$ cat src/rtl/ir_queue_pkg.sv
// ir_queue_pkg: MIPS opcode/function codes, decoded field struct and decode helpers.
package ir_queue_pkg;
   typedef enum logic [5:0] {
      OP_SPECIAL = 6'h00, OP_REGIMM = 6'h01, OP_J     = 6'h02, OP_JAL   = 6'h03,
      OP_BEQ     = 6'h04, OP_BNE    = 6'h05, OP_BLEZ  = 6'h06, OP_BGTZ  = 6'h07,
      OP_ADDI    = 6'h08, OP_ADDIU  = 6'h09, OP_SLTI  = 6'h0A, OP_SLTIU = 6'h0B,
      OP_ANDI    = 6'h0C, OP_ORI    = 6'h0D, OP_XORI  = 6'h0E, OP_LUI   = 6'h0F,
      OP_LB      = 6'h20, OP_LH     = 6'h21, OP_LW    = 6'h23, OP_LBU   = 6'h24,
      OP_LHU     = 6'h25, OP_SB     = 6'h28, OP_SH    = 6'h29, OP_SW    = 6'h2B,
      OP_INVALID = 6'h3F
   } opcode_t;

   typedef enum logic [5:0] {
      FUNC_SLL  = 6'h00, FUNC_SRL  = 6'h02, FUNC_SRA  = 6'h03, FUNC_SLLV = 6'h04,
      FUNC_SRLV = 6'h06, FUNC_SRAV = 6'h07, FUNC_JR   = 6'h08, FUNC_JALR = 6'h09,
      FUNC_ADD  = 6'h20, FUNC_ADDU = 6'h21, FUNC_SUB  = 6'h22, FUNC_SUBU = 6'h23,
      FUNC_AND  = 6'h24, FUNC_OR   = 6'h25, FUNC_XOR  = 6'h26, FUNC_NOR  = 6'h27,
      FUNC_SLT  = 6'h2A, FUNC_SLTU = 6'h2B, FUNC_INVALID = 6'h3F
   } func_t;

   typedef struct packed {
      opcode_t     opcode;
      func_t       funct;
      logic [4:0]  rs;
      logic [4:0]  rt;
      logic [4:0]  rd;
      logic [4:0]  shift;
      logic [15:0] imm;
      logic [25:0] target;
   } instr_fields_t;

   function automatic opcode_t logic_to_opcode(input logic [5:0] v);
      case (v)
         OP_SPECIAL, OP_REGIMM, OP_J, OP_JAL, OP_BEQ, OP_BNE, OP_BLEZ, OP_BGTZ,
         OP_ADDI, OP_ADDIU, OP_SLTI, OP_SLTIU, OP_ANDI, OP_ORI, OP_XORI, OP_LUI,
         OP_LB, OP_LH, OP_LW, OP_LBU, OP_LHU, OP_SB, OP_SH, OP_SW: return opcode_t'(v);
         default: return OP_INVALID;
      endcase
   endfunction

   function automatic func_t logic_to_func(input logic [5:0] v);
      case (v)
         FUNC_SLL, FUNC_SRL, FUNC_SRA, FUNC_SLLV, FUNC_SRLV, FUNC_SRAV, FUNC_JR,
         FUNC_JALR, FUNC_ADD, FUNC_ADDU, FUNC_SUB, FUNC_SUBU, FUNC_AND, FUNC_OR,
         FUNC_XOR, FUNC_NOR, FUNC_SLT, FUNC_SLTU: return func_t'(v);
         default: return FUNC_INVALID;
      endcase
   endfunction
endpackage

$ cat src/rtl/ir_queue_if.sv
// ir_queue_if: fetch-side push, consumer-side pop and decoded head view of the instruction queue.
interface ir_queue_if #(parameter int DEPTH = 4);
   import ir_queue_pkg::*;
   localparam int CW = $clog2(DEPTH + 1);
   logic          flush_i;
   logic [31:0]   instr_i;
   logic          valid_i;
   logic          ready_o;
   logic          valid_o;
   logic          ready_i;
   opcode_t       opcode_o;
   func_t         funct_o;
   logic [4:0]    rs_o;
   logic [4:0]    rt_o;
   logic [4:0]    rd_o;
   logic [4:0]    shift_o;
   logic [15:0]   immediate_o;
   logic [25:0]   target_o;
   logic [31:0]   instr_o;
   logic [CW-1:0] count_o;

   modport slave (
      input  flush_i, instr_i, valid_i, ready_i,
      output ready_o, valid_o, opcode_o, funct_o, rs_o, rt_o, rd_o, shift_o,
             immediate_o, target_o, instr_o, count_o
   );

   modport master (
      output flush_i, instr_i, valid_i, ready_i,
      input  ready_o, valid_o, opcode_o, funct_o, rs_o, rt_o, rd_o, shift_o,
             immediate_o, target_o, instr_o, count_o
   );
endinterface

$ cat src/rtl/ir_decode.sv
// ir_decode: combinational split of a 32-bit MIPS word into its decoded fields.
module ir_decode
   import ir_queue_pkg::*;
(
   input  logic [31:0]   word,
   output instr_fields_t f
);
   always_comb begin
      f.opcode = logic_to_opcode(word[31:26]);
      f.funct  = logic_to_func(word[5:0]);
      f.rs     = word[25:21];
      f.rt     = word[20:16];
      f.rd     = word[15:11];
      f.shift  = word[10:6];
      f.imm    = word[15:0];
      f.target = word[25:0];
   end
endmodule

$ cat src/rtl/ir_queue.sv
// ir_queue: DEPTH-entry instruction FIFO with flush, optional empty-queue bypass
// and a decoded view of the head word.
module ir_queue
   import ir_queue_pkg::*;
#(
   parameter int DEPTH  = 4,
   parameter int BYPASS = 1
) (
   input logic        clk,
   input logic        reset_i,
   ir_queue_if.slave  q
);
   localparam int AW = $clog2(DEPTH);
   localparam int CW = $clog2(DEPTH + 1);
   localparam bit BP = (BYPASS != 0);

   logic [31:0]   mem [DEPTH];
   logic [AW-1:0] rd_ptr, wr_ptr;
   logic [CW-1:0] count;
   logic          empty, full, push, pop, through, write, read;
   logic [31:0]   head;
   instr_fields_t fields;

   assign empty   = (count == '0);
   assign full    = (count == CW'(DEPTH));
   assign q.ready_o = ~full & ~q.flush_i;
   assign q.valid_o = ~q.flush_i & (~empty | (BP & q.valid_i));
   assign push    = q.valid_i & q.ready_o;
   assign pop     = q.valid_o & q.ready_i;
   // an empty-queue push that is popped at once never touches storage
   assign through = empty & push & pop;
   assign write   = push & ~through;
   assign read    = pop & ~empty;
   assign head    = ~empty ? mem[rd_ptr] : BP ? q.instr_i : 32'h0;

   always_ff @(posedge clk or posedge reset_i) begin
      if (reset_i) begin
         rd_ptr <= '0;
         wr_ptr <= '0;
         count  <= '0;
      end else if (q.flush_i) begin
         rd_ptr <= '0;
         wr_ptr <= '0;
         count  <= '0;
      end else begin
         wr_ptr <= write ? wr_ptr + AW'(1) : wr_ptr;
         rd_ptr <= read ? rd_ptr + AW'(1) : rd_ptr;
         count  <= count + CW'(write) - CW'(read);
      end
   end

   always_ff @(posedge clk) begin
      if (write) mem[wr_ptr] <= q.instr_i;
   end

   ir_decode u_decode (.word(head), .f(fields));

   assign q.instr_o     = head;
   assign q.opcode_o    = fields.opcode;
   assign q.funct_o     = fields.funct;
   assign q.rs_o        = fields.rs;
   assign q.rt_o        = fields.rt;
   assign q.rd_o        = fields.rd;
   assign q.shift_o     = fields.shift;
   assign q.immediate_o = fields.imm;
   assign q.target_o    = fields.target;
   assign q.count_o     = count;
endmodule
$ cat src/flat_wrapper.sv
// flat-port wrapper written by rule: the top's interface ports become plain ports
module ir_queue_flat import ir_queue_pkg::*;
#(
   parameter int DEPTH  = 4,
   parameter int BYPASS = 1
)
  (clk, reset_i, q_flush_i, q_instr_i, q_valid_i, q_ready_i, q_ready_o, q_valid_o, q_opcode_o, q_funct_o, q_rs_o, q_rt_o, q_rd_o, q_shift_o, q_immediate_o, q_target_o, q_instr_o, q_count_o);
  ir_queue_if #(.DEPTH(DEPTH)) q_i ();
  input logic clk;
  input logic reset_i;
  input wire logic [$bits(q_i.flush_i)-1:0] q_flush_i;
  input wire logic [$bits(q_i.instr_i)-1:0] q_instr_i;
  input wire logic [$bits(q_i.valid_i)-1:0] q_valid_i;
  input wire logic [$bits(q_i.ready_i)-1:0] q_ready_i;
  output wire logic [$bits(q_i.ready_o)-1:0] q_ready_o;
  output wire logic [$bits(q_i.valid_o)-1:0] q_valid_o;
  output wire logic [$bits(q_i.opcode_o)-1:0] q_opcode_o;
  output wire logic [$bits(q_i.funct_o)-1:0] q_funct_o;
  output wire logic [$bits(q_i.rs_o)-1:0] q_rs_o;
  output wire logic [$bits(q_i.rt_o)-1:0] q_rt_o;
  output wire logic [$bits(q_i.rd_o)-1:0] q_rd_o;
  output wire logic [$bits(q_i.shift_o)-1:0] q_shift_o;
  output wire logic [$bits(q_i.immediate_o)-1:0] q_immediate_o;
  output wire logic [$bits(q_i.target_o)-1:0] q_target_o;
  output wire logic [$bits(q_i.instr_o)-1:0] q_instr_o;
  output wire logic [$bits(q_i.count_o)-1:0] q_count_o;
  assign q_i.flush_i = q_flush_i;
  assign q_i.instr_i = q_instr_i;
  assign q_i.valid_i = q_valid_i;
  assign q_i.ready_i = q_ready_i;
  assign q_ready_o = q_i.ready_o;
  assign q_valid_o = q_i.valid_o;
  assign q_opcode_o = q_i.opcode_o;
  assign q_funct_o = q_i.funct_o;
  assign q_rs_o = q_i.rs_o;
  assign q_rt_o = q_i.rt_o;
  assign q_rd_o = q_i.rd_o;
  assign q_shift_o = q_i.shift_o;
  assign q_immediate_o = q_i.immediate_o;
  assign q_target_o = q_i.target_o;
  assign q_instr_o = q_i.instr_o;
  assign q_count_o = q_i.count_o;
  ir_queue #(.DEPTH(DEPTH), .BYPASS(BYPASS)) u_core (.clk(clk), .reset_i(reset_i), .q(q_i));
endmodule
$ cat config.mk
export PLATFORM = sky130hd
export DESIGN_NAME = ir_queue_flat
export DESIGN_NICKNAME = d
export VERILOG_FILES = /design/src/rtl/ir_queue_pkg.sv /design/src/rtl/ir_queue_if.sv /design/src/rtl/ir_decode.sv /design/src/rtl/ir_queue.sv /design/src/flat_wrapper.sv
export SDC_FILE = /design/constraint.sdc
export NUM_CORES = 1
export LEC_CHECK = 0
export ABC_AREA = 1
export CORE_MARGIN = 3
export CORE_UTILIZATION = 52
export CTS_BUF_LIST = sky130_fd_sc_hd__clkbuf_4 sky130_fd_sc_hd__clkbuf_8
export DETAILED_ROUTE_END_ITERATION = 16
export GPL_TIMING_DRIVEN = 0
export MAX_ROUTING_LAYER = met4
export PLACE_DENSITY = 0.83
export SETUP_SLACK_MARGIN = 0.1
export SYNTH_ARGS = -nofsm -noshare
export SYNTH_HDL_FRONTEND = slang
export SYNTH_SLANG_ARGS = --single-unit
$ cat constraint.sdc
create_clock -name clk -period 3.4 [get_ports clk]
set_input_delay 0.68 -clock clk [delete_from_list [all_inputs] [get_ports clk]]
set_output_delay 0.68 -clock clk [all_outputs]
set_load 0.01 [all_outputs]
==> summary.md, run 1 <==
| Metric | Value |
|---|---|
| Syn Nets | `658` |
| GP Congestion | `0.842` |
| Peak Freq | `302 MHz` |
| Clk Tree Root Cell | `clkbuf_8` |
| Core box area | `11,700 um2` |
| Most common flop cell mapped by yosys | `edfxtp_1` |
| Sw frac | `36.9%` |
| Setup TNS | `0 ps` |
| IO Count | `148` |
| Net switching power | `3.26 mW` |
| Final period utilization | `97.5%` |
| Number of setup buffers added after CTS | `0` |
| Crit path from | `u_core.rd_ptr[1]` |
| Hold Vio Cnt, Final | `0` |
| Worst Path Max Fanout | `10` |
| Clock tree buffer depth | `2` |
| Final #Nets | `828` |
| Diodes inserted | `0` |
| CP startpoint kind | `flip-flop` |
| Status | `finished, final reports clean` |
| First-pass GRT wire length | `24.2 mm` |
| Met1 Usage GRT | `27.8%` |
| Power, Total | `8.83 mW` |
| Hpwl dp | `10.5 mm` |
| Die ar. | `13,600 um2` |
| Die Ht | `117 um` |
| Synth Cell Area | `6370 um2` |
| Post-synthesis average cell area | `10.4 um2` |
| Initial Util | `54.4%` |
| Pwr Density | `994 nW/um2` |
| Pin count of the biggest net entering global routing | `27` |
| Crit path time final | `3310 ps` |
| Post-route DRC | `0` |
| Pleak | `3.50 nW` |
| Antenna violations before repair | `0` |
| Tightest Hold Check Type | `in -> async` |
| Worst Path Required | `2720 ps` |
| Share of cells above drive strength 1 | `21.2%` |
| Crit path capture | `q_target_o[20]` |
| Seq pwr share | `22.5%` |
| Seq/Total Area, Yosys | `63.0%` |
| H-tree depth | `4` |
| Met3 Use GR | `5.34%` |
| Remaining antenna violation count | `0` |
| Crit path kind | `reg -> out` |
| Max_cap viols | `0` |
| Gr usage total | `24.1%` |
| Drt pass-1 iters | `5` |
| CTS Sinks | `135` |
| Post-synth top area share | `60.3%` |
| Post-Route Skew | `6.45 ps` |
| Multi-input logic area | `1840 um2` |
| Synthesis-to-finish area growth | `39.4%` |
| Core Rows | `39` |
| Most frequent cells after synthesis | `edfxtp_1 (128), nor2_1 (118), nand2_1 (85), buf_4 (64), inv_1 (49)` |
| Fillers | `710` |
| Distinct cells, synth | `29` |
| Critical Path AT | `2630 ps` |
| GRT Max-Usage Layer | `met2` |
| Via/cell ratio | `5.36` |
| Pins Over Slew Limit | `0` |
| CTS tree | `done` |
| Total grt overflow | `0` |
| Clock Latency Late Sink | `430 ps` |
| DIE WIDTH | `117 um` |
| CTS Buf Count | `17` |
| Post-Syn Instances | `614` |
| Yosys reg bits | `135` |
| DR WL/cell | `17.5 um` |
| Worst reg2reg path startpoint | `u_core.q.count_o[1]` |
| Clock network power share | `14.1%` |
| Vias | `5,036` |
| Flop2flop setup slack | `1000 ps` |
| Final setup viols | `0` |
| Yosys warns | `0` |
| Clk slew on worst S/H paths | `80 ps` |
| RSZ-0062 raised after global routing | `true` |
| Cell taking the most area after synthesis | `edfxtp_1` |
| M2 GR Usage | `41.0%` |
| Fin area | `8890 um2` |
| R2R depth | `12` |
| Flip-flop and latch area | `4020 um2` |
| Max-slew headroom | `62.2%` |
| Synth area leaders | `edfxtp_1 (60%), buf_4 (7.5%), nor2_1 (6.9%)` |
| Vias in the first global route | `4,984` |
| Placed cell area | `8150 um2` |
| Async set-reset flop share out of synthesis | `5.19%` |
| Pint | `5.57 mW` |
| Combinational fraction of design power | `63.5%` |
| Worst setup EP type | `output port` |
| Worst vdd rail ir drop | `665 uV` |
| DRT iter0 DRCs | `454` |
| Count leader, synth | `edfxtp_1` |
| Least-Margin Pin Slew | `566 ps` |
| Routed WL | `16.4 mm` |
| Post-synth EDFFs | `128` |
| IO Port Bufs | `147` |
| Worst R2R End | `u_core.q.count_o[2]` |
## area by class of cell
class	instances	area share, %
inverter	56	2.42
sequential	135	45.2
clock inverter	13	1.37
tap	143	2.01
buffer	89	7.67
multi-input combinational	334	20.7
timing repair buffer	151	17.8
clock buffer	19	2.80
## power by group through the flow
stage,registers [mW],clock network (mW),logic [mW]
3_3_place_gp,2.02,0,5.01
3_5_place_dp,2.01,0,5.19
5_1_grt,1.99,1.31,5.97
6_report,1.98,1.24,5.61
2_1_floorplan,2.02,0,2.57
4_1_cts,1.98,1.24,5.45
## metal layers
metal | vias to the layer above | routed length (um)
met3 | 28 | 1300
met5 | - | 0
li1 | 2325 | -
met2 | 262 | 8670
met1 | 2421 | 6210
met4 | 0 | 248
## cells in the final DEF, fill, tap and decap left out, types with 2 or more instances in the layout
| master | count |
|---|---|
| a31oi_4 | 14 |
| nand2_2 | 4 |
| nand3_1 | 27 |
| buf_4 | 74 |
| inv_2 | 6 |
| nand2_1 | 83 |
| buf_2 | 3 |
| ha_1 | 6 |
| a21oi_1 | 4 |
| inv_6 | 6 |
| clkdlybuf4s50_1 | 139 |
| o21ai_1 | 30 |
| clkbuf_2 | 2 |
| buf_12 | 2 |
| nor2_4 | 5 |
| clkbuf_4 | 5 |
| inv_1 | 49 |
| buf_6 | 7 |
| dfrtp_1 | 5 |
| buf_16 | 2 |
| dfrtp_2 | 2 |
| nor2_1 | 113 |
| or2_1 | 4 |
| clkbuf_8 | 17 |
| a31oi_2 | 6 |
| dlymetal6s2s_1 | 7 |
| edfxtp_1 | 128 |
| clkinvlp_4 | 4 |
| o21ai_2 | 2 |
| o21ai_0 | 25 |
## worst min path at each step
stage | start | endpoint | cells past startpoint
2_1_floorplan | reset_i | u_core.q.count_o[0] | 1
3_3_place_gp | u_core.wr_ptr[1] | u_core.wr_ptr[1] | 2
3_5_place_dp | u_core.wr_ptr[1] | u_core.wr_ptr[1] | 2
4_1_cts | reset_i | u_core.wr_ptr[0] | 2
5_1_grt | reset_i | u_core.wr_ptr[0] | 2
6_report | reset_i | u_core.wr_ptr[1] | 2
## worst max-delay path: stages, from the launching register on
cell and delay [ps]:
dfrtp_1 350, buf_6 140, inv_2 60, buf_4 180, buf_4 200, nor2_1 170
o21ai_1 130, a31oi_2 270, buf_4 150, clkdlybuf4s50_1 530
## cell families after synthesis
kind of cell | synth area share (%)
simple gates | 15.2
buf+inv | 12.9
flops | 63.0
compound gates | 7.22
fa+ha+maj | 1.49
xor+xnor | 0.137
## stage by stage
stage	std cells	hold slack (ps)	util, %	setup slack (ps)
floorplan	614	483	-	415
global placement	904	587	68.5	-1140
detailed placement	908	611	69.6	83.2
CTS	940	484	74.5	65.6
global route	940	495	75.9	8.15
finish	940	485	75.9	85.2
## timing repair
item	in CTS	in global routing
hold buffers	0	0
pin swaps	2	7
endpoints found under the setup margin	70	71
gates resized for setup	47	54
## sequential cells by signal (all words and copies together), names as in the netlist
name and count:
u_core.mem 128, u_core.q.count_o 3, u_core.rd_ptr 2, u_core.wr_ptr 2
No activity file was read; power rests on OpenSTA's default activity.
==> inputs of run 2 (changes only) <==
--- a/config.mk
+++ b/config.mk
@@ -13,6 +13,7 @@
 export GPL_TIMING_DRIVEN = 0
 export MAX_ROUTING_LAYER = met4
 export PLACE_DENSITY = 0.83
+export RECOVER_POWER = 50
 export SETUP_SLACK_MARGIN = 0.1
 export SYNTH_ARGS = -nofsm -noshare
 export SYNTH_HDL_FRONTEND = slang
==> run 2 against run 1 <==
The flow now finishes with violations (max-capacitance violations, max-slew violations). Largest power group unchanged. Highest routed layer unchanged. Clock-buffer cell count did not move. First-iteration DRC count shrank 8.1%. Hold slack gained 140 ps. Largest cell class unchanged. Die area unchanged.
==> summary.md, run 2 (synthesis results as in run 1) <==
| Metric | Value |
|---|---|
| Number of setup buffers added after CTS | `0 (unchanged)` |
| Post-Route Skew | `6.12 ps (-0.323 ps)` |
| Clock tree buffer depth | `2 (unchanged)` |
| Pwr Density | `995 nW/um2 (+0.13%)` |
| Crit path from | `u_core.rd_ptr[1]` |
| DRT iter0 DRCs | `417 (-8.1%)` |
| Core box area | `11,700 um2 (unchanged)` |
| Slowest stage delay, CP | `530 ps (about the same)` |
| DIE WIDTH | `117 um (unchanged)` |
| Routed WL | `16.4 mm (about the same)` |
| Via/cell ratio | `5.37 (+0.19%)` |
| IO Count | `148 (unchanged)` |
| Setup TNS | `0 ps (unchanged)` |
| Total grt overflow | `0 (unchanged)` |
| CTS Buf Count | `17 (unchanged)` |
| Die Ht | `117 um (unchanged)` |
| Synthesis-to-finish area growth | `38.6%` |
| Failing checks | `max-capacitance violations, max-slew violations` |
| Max_cap viols | `1 (+1)` |
| Clk Tree Root Cell | `clkbuf_8` |
| Commonest non-fill, non-tap cells in the layout | `edfxtp_1 (128), nor2_1 (116), clkdlybuf4s50_1 (104), nand2_1 (83), buf_4 (74)` |
| Remaining antenna violation count | `0 (unchanged)` |
| Peak Freq | `304 MHz (+0.62%)` |
| IO Port Bufs | `147 (unchanged)` |
| Post-CTS Hold Fix Bufs | `0 (unchanged)` |
| Least-Margin Pin Slew | `1570 ps (+1010 ps)` |
| Max-slew headroom | `-5.23% (-67 points)` |
| Pleak | `3.50 nW (+0.22%)` |
| Worst reg2reg path startpoint | `u_core.q.count_o[1]` |
| Worst Path Required | `2720 ps (about the same)` |
| Initial Util | `54.4% (unchanged)` |
| CTS tree | `done` |
| Tightest Hold Check Type | `in -> async` |
| Antenna violations before repair | `1 (+1)` |
| CP top delay family | `buffers and inverters` |
| Pin count of the biggest net entering global routing | `27 (unchanged)` |
| Multi-input logic area | `1810 um2 (-1.2%)` |
| Final #Nets | `828 (unchanged)` |
| Status | `finished with violations` |
| Worst vdd rail ir drop | `666 uV (+0.27%)` |
| H-tree depth | `4 (unchanged)` |
| Vias | `5,051 (+0.30%)` |
| Biggest register | `u_core.mem` |
| Hold Vio Cnt, Final | `0 (unchanged)` |
| Critical-path cell list | `buf_6 > inv_2 > buf_4 > buf_4 > nor2_1 > o21ai_1 > a31oi_2 > buf_4 > clkdlybuf4s50_1` |
| Largest register FFs | `128 (unchanged)` |
| GP Congestion | `0.842 (unchanged)` |
| Pre-CTS setup slack | `83.2 ps (unchanged)` |
| Gr usage total | `24.1% (unchanged)` |
| Fin util | `75.4% (-0.44 points)` |
| Clk slew on worst S/H paths | `70 ps (about the same)` |
| Slowest CP cell | `clkdlybuf4s50_1` |
| Fillers | `718 (+1.1%)` |
| Final period utilization | `96.9% (-0.60 points)` |
| Post-route DRC | `0 (unchanged)` |
| Critical Path AT | `2610 ps (-20 ps)` |
| Crit path time final | `3290 ps (-20.5 ps)` |
| CP startpoint kind | `flip-flop` |
| Final WS setup | `106 ps (+20.5 ps)` |
| Drt pass-1 iters | `5 (unchanged)` |
| First-pass GRT wire length | `24.2 mm (unchanged)` |
| Most common cell after layout, fill and taps aside | `edfxtp_1` |
| Share of cells above drive strength 1 | `20.7% (-0.50 points)` |
| DR WL/cell | `17.5 um (about the same)` |
| Pins Over Slew Limit | `14 (+14)` |
| RSZ-0062 raised after global routing | `true` |
| Crit path kind | `reg -> out` |
| Worst setup EP type | `output port` |
| Hpwl dp | `10.5 mm (unchanged)` |
| CTS Sinks | `135 (unchanged)` |
| Flip-flop and latch area | `4020 um2 (about the same)` |
| Bufs and invs on worst path | `6 (unchanged)` |
| Core Rows | `39 (unchanged)` |
| Clock Latency Late Sink | `440 ps (about the same)` |
| Vias in the first global route | `4,984 (unchanged)` |
| Die ar. | `13,600 um2 (unchanged)` |
| Worst Path Max Fanout | `10 (unchanged)` |
| Cell mode on critical path | `buf_4` |
| Final setup viols | `0 (unchanged)` |
[run 2: cell types whose count changed in the layout (fill, tap and decap cells not counted)]
cell,previous run,this run
nor2_1,113,116
clkdlybuf4s50_1,139,104
dfrtp_2,2,1
o21ai_0,25,28
dfrtp_1,5,6
clkbuf_2,2,4
o21ai_1,30,27
nor2_4,5,2
buf_12,2,0
dlygate4sd3_1,0,35
diode_2,0,1
[run 2: worst paths after layout]
check / endpoint / slack [ps] / cells after the start
min in group clk: u_core.wr_ptr[1] / 640 / 2
min reg2reg: u_core.wr_ptr[1] / 640 / 2
max reg2reg: u_core.mem[1][6] / 430 / 8
max: q_target_o[20] / 110 / 9
min: u_core.wr_ptr[0] / 620 / 2
max in group asynchronous: u_core.rd_ptr[0] / 2540 / 2
[run 2: what timing repair did]
action,4_1_cts,5_1_grt
resized for setup,47,54
endpoints found under the setup margin,70,71
pin swaps,2,7
endpoints found under the hold margin,0,0
gates cloned,0,0
[run 2: per-stage QoR]
stage | total power [mW] | instance area, um2 | cells | hold WS (ps)
2_1_floorplan | 4.59 | 6370 | 614 | 483
3_3_place_gp | 7.02 | 8030 | 904 | 587
3_5_place_dp | 7.20 | 8150 | 908 | 611
4_1_cts | 8.67 | 8720 | 940 | 484
5_1_grt | 9.24 | 8840 | 941 | 629
6_report | 8.79 | 8840 | 941 | 622
[run 2: cell type report]
type / instances / area share, %
antenna: 1 / 0.0283
buffer: 89 / 7.72
clock buffer: 19 / 2.82
clock inverter: 13 / 1.37
inverter: 56 / 2.44
multi-input combinational: 334 / 20.5
sequential: 135 / 45.5
tap: 143 / 2.02
timing repair buffer: 151 / 17.6
[run 2: power by group]
group	internal [mW]	switching [mW]
registers	1.94	0.0498
clock network	0.601	0.640
logic	3.01	2.55
[run 2: routing by layer]
| layer | part of all wire [%] | GRT usage, % |
|---|---|---|
| met5 | 0 | - |
| met4 | 1.9 | 9.33 |
| met3 | 7.8 | 5.34 |
| met2 | 53 | 41.0 |
| met1 | 38 | 27.8 |
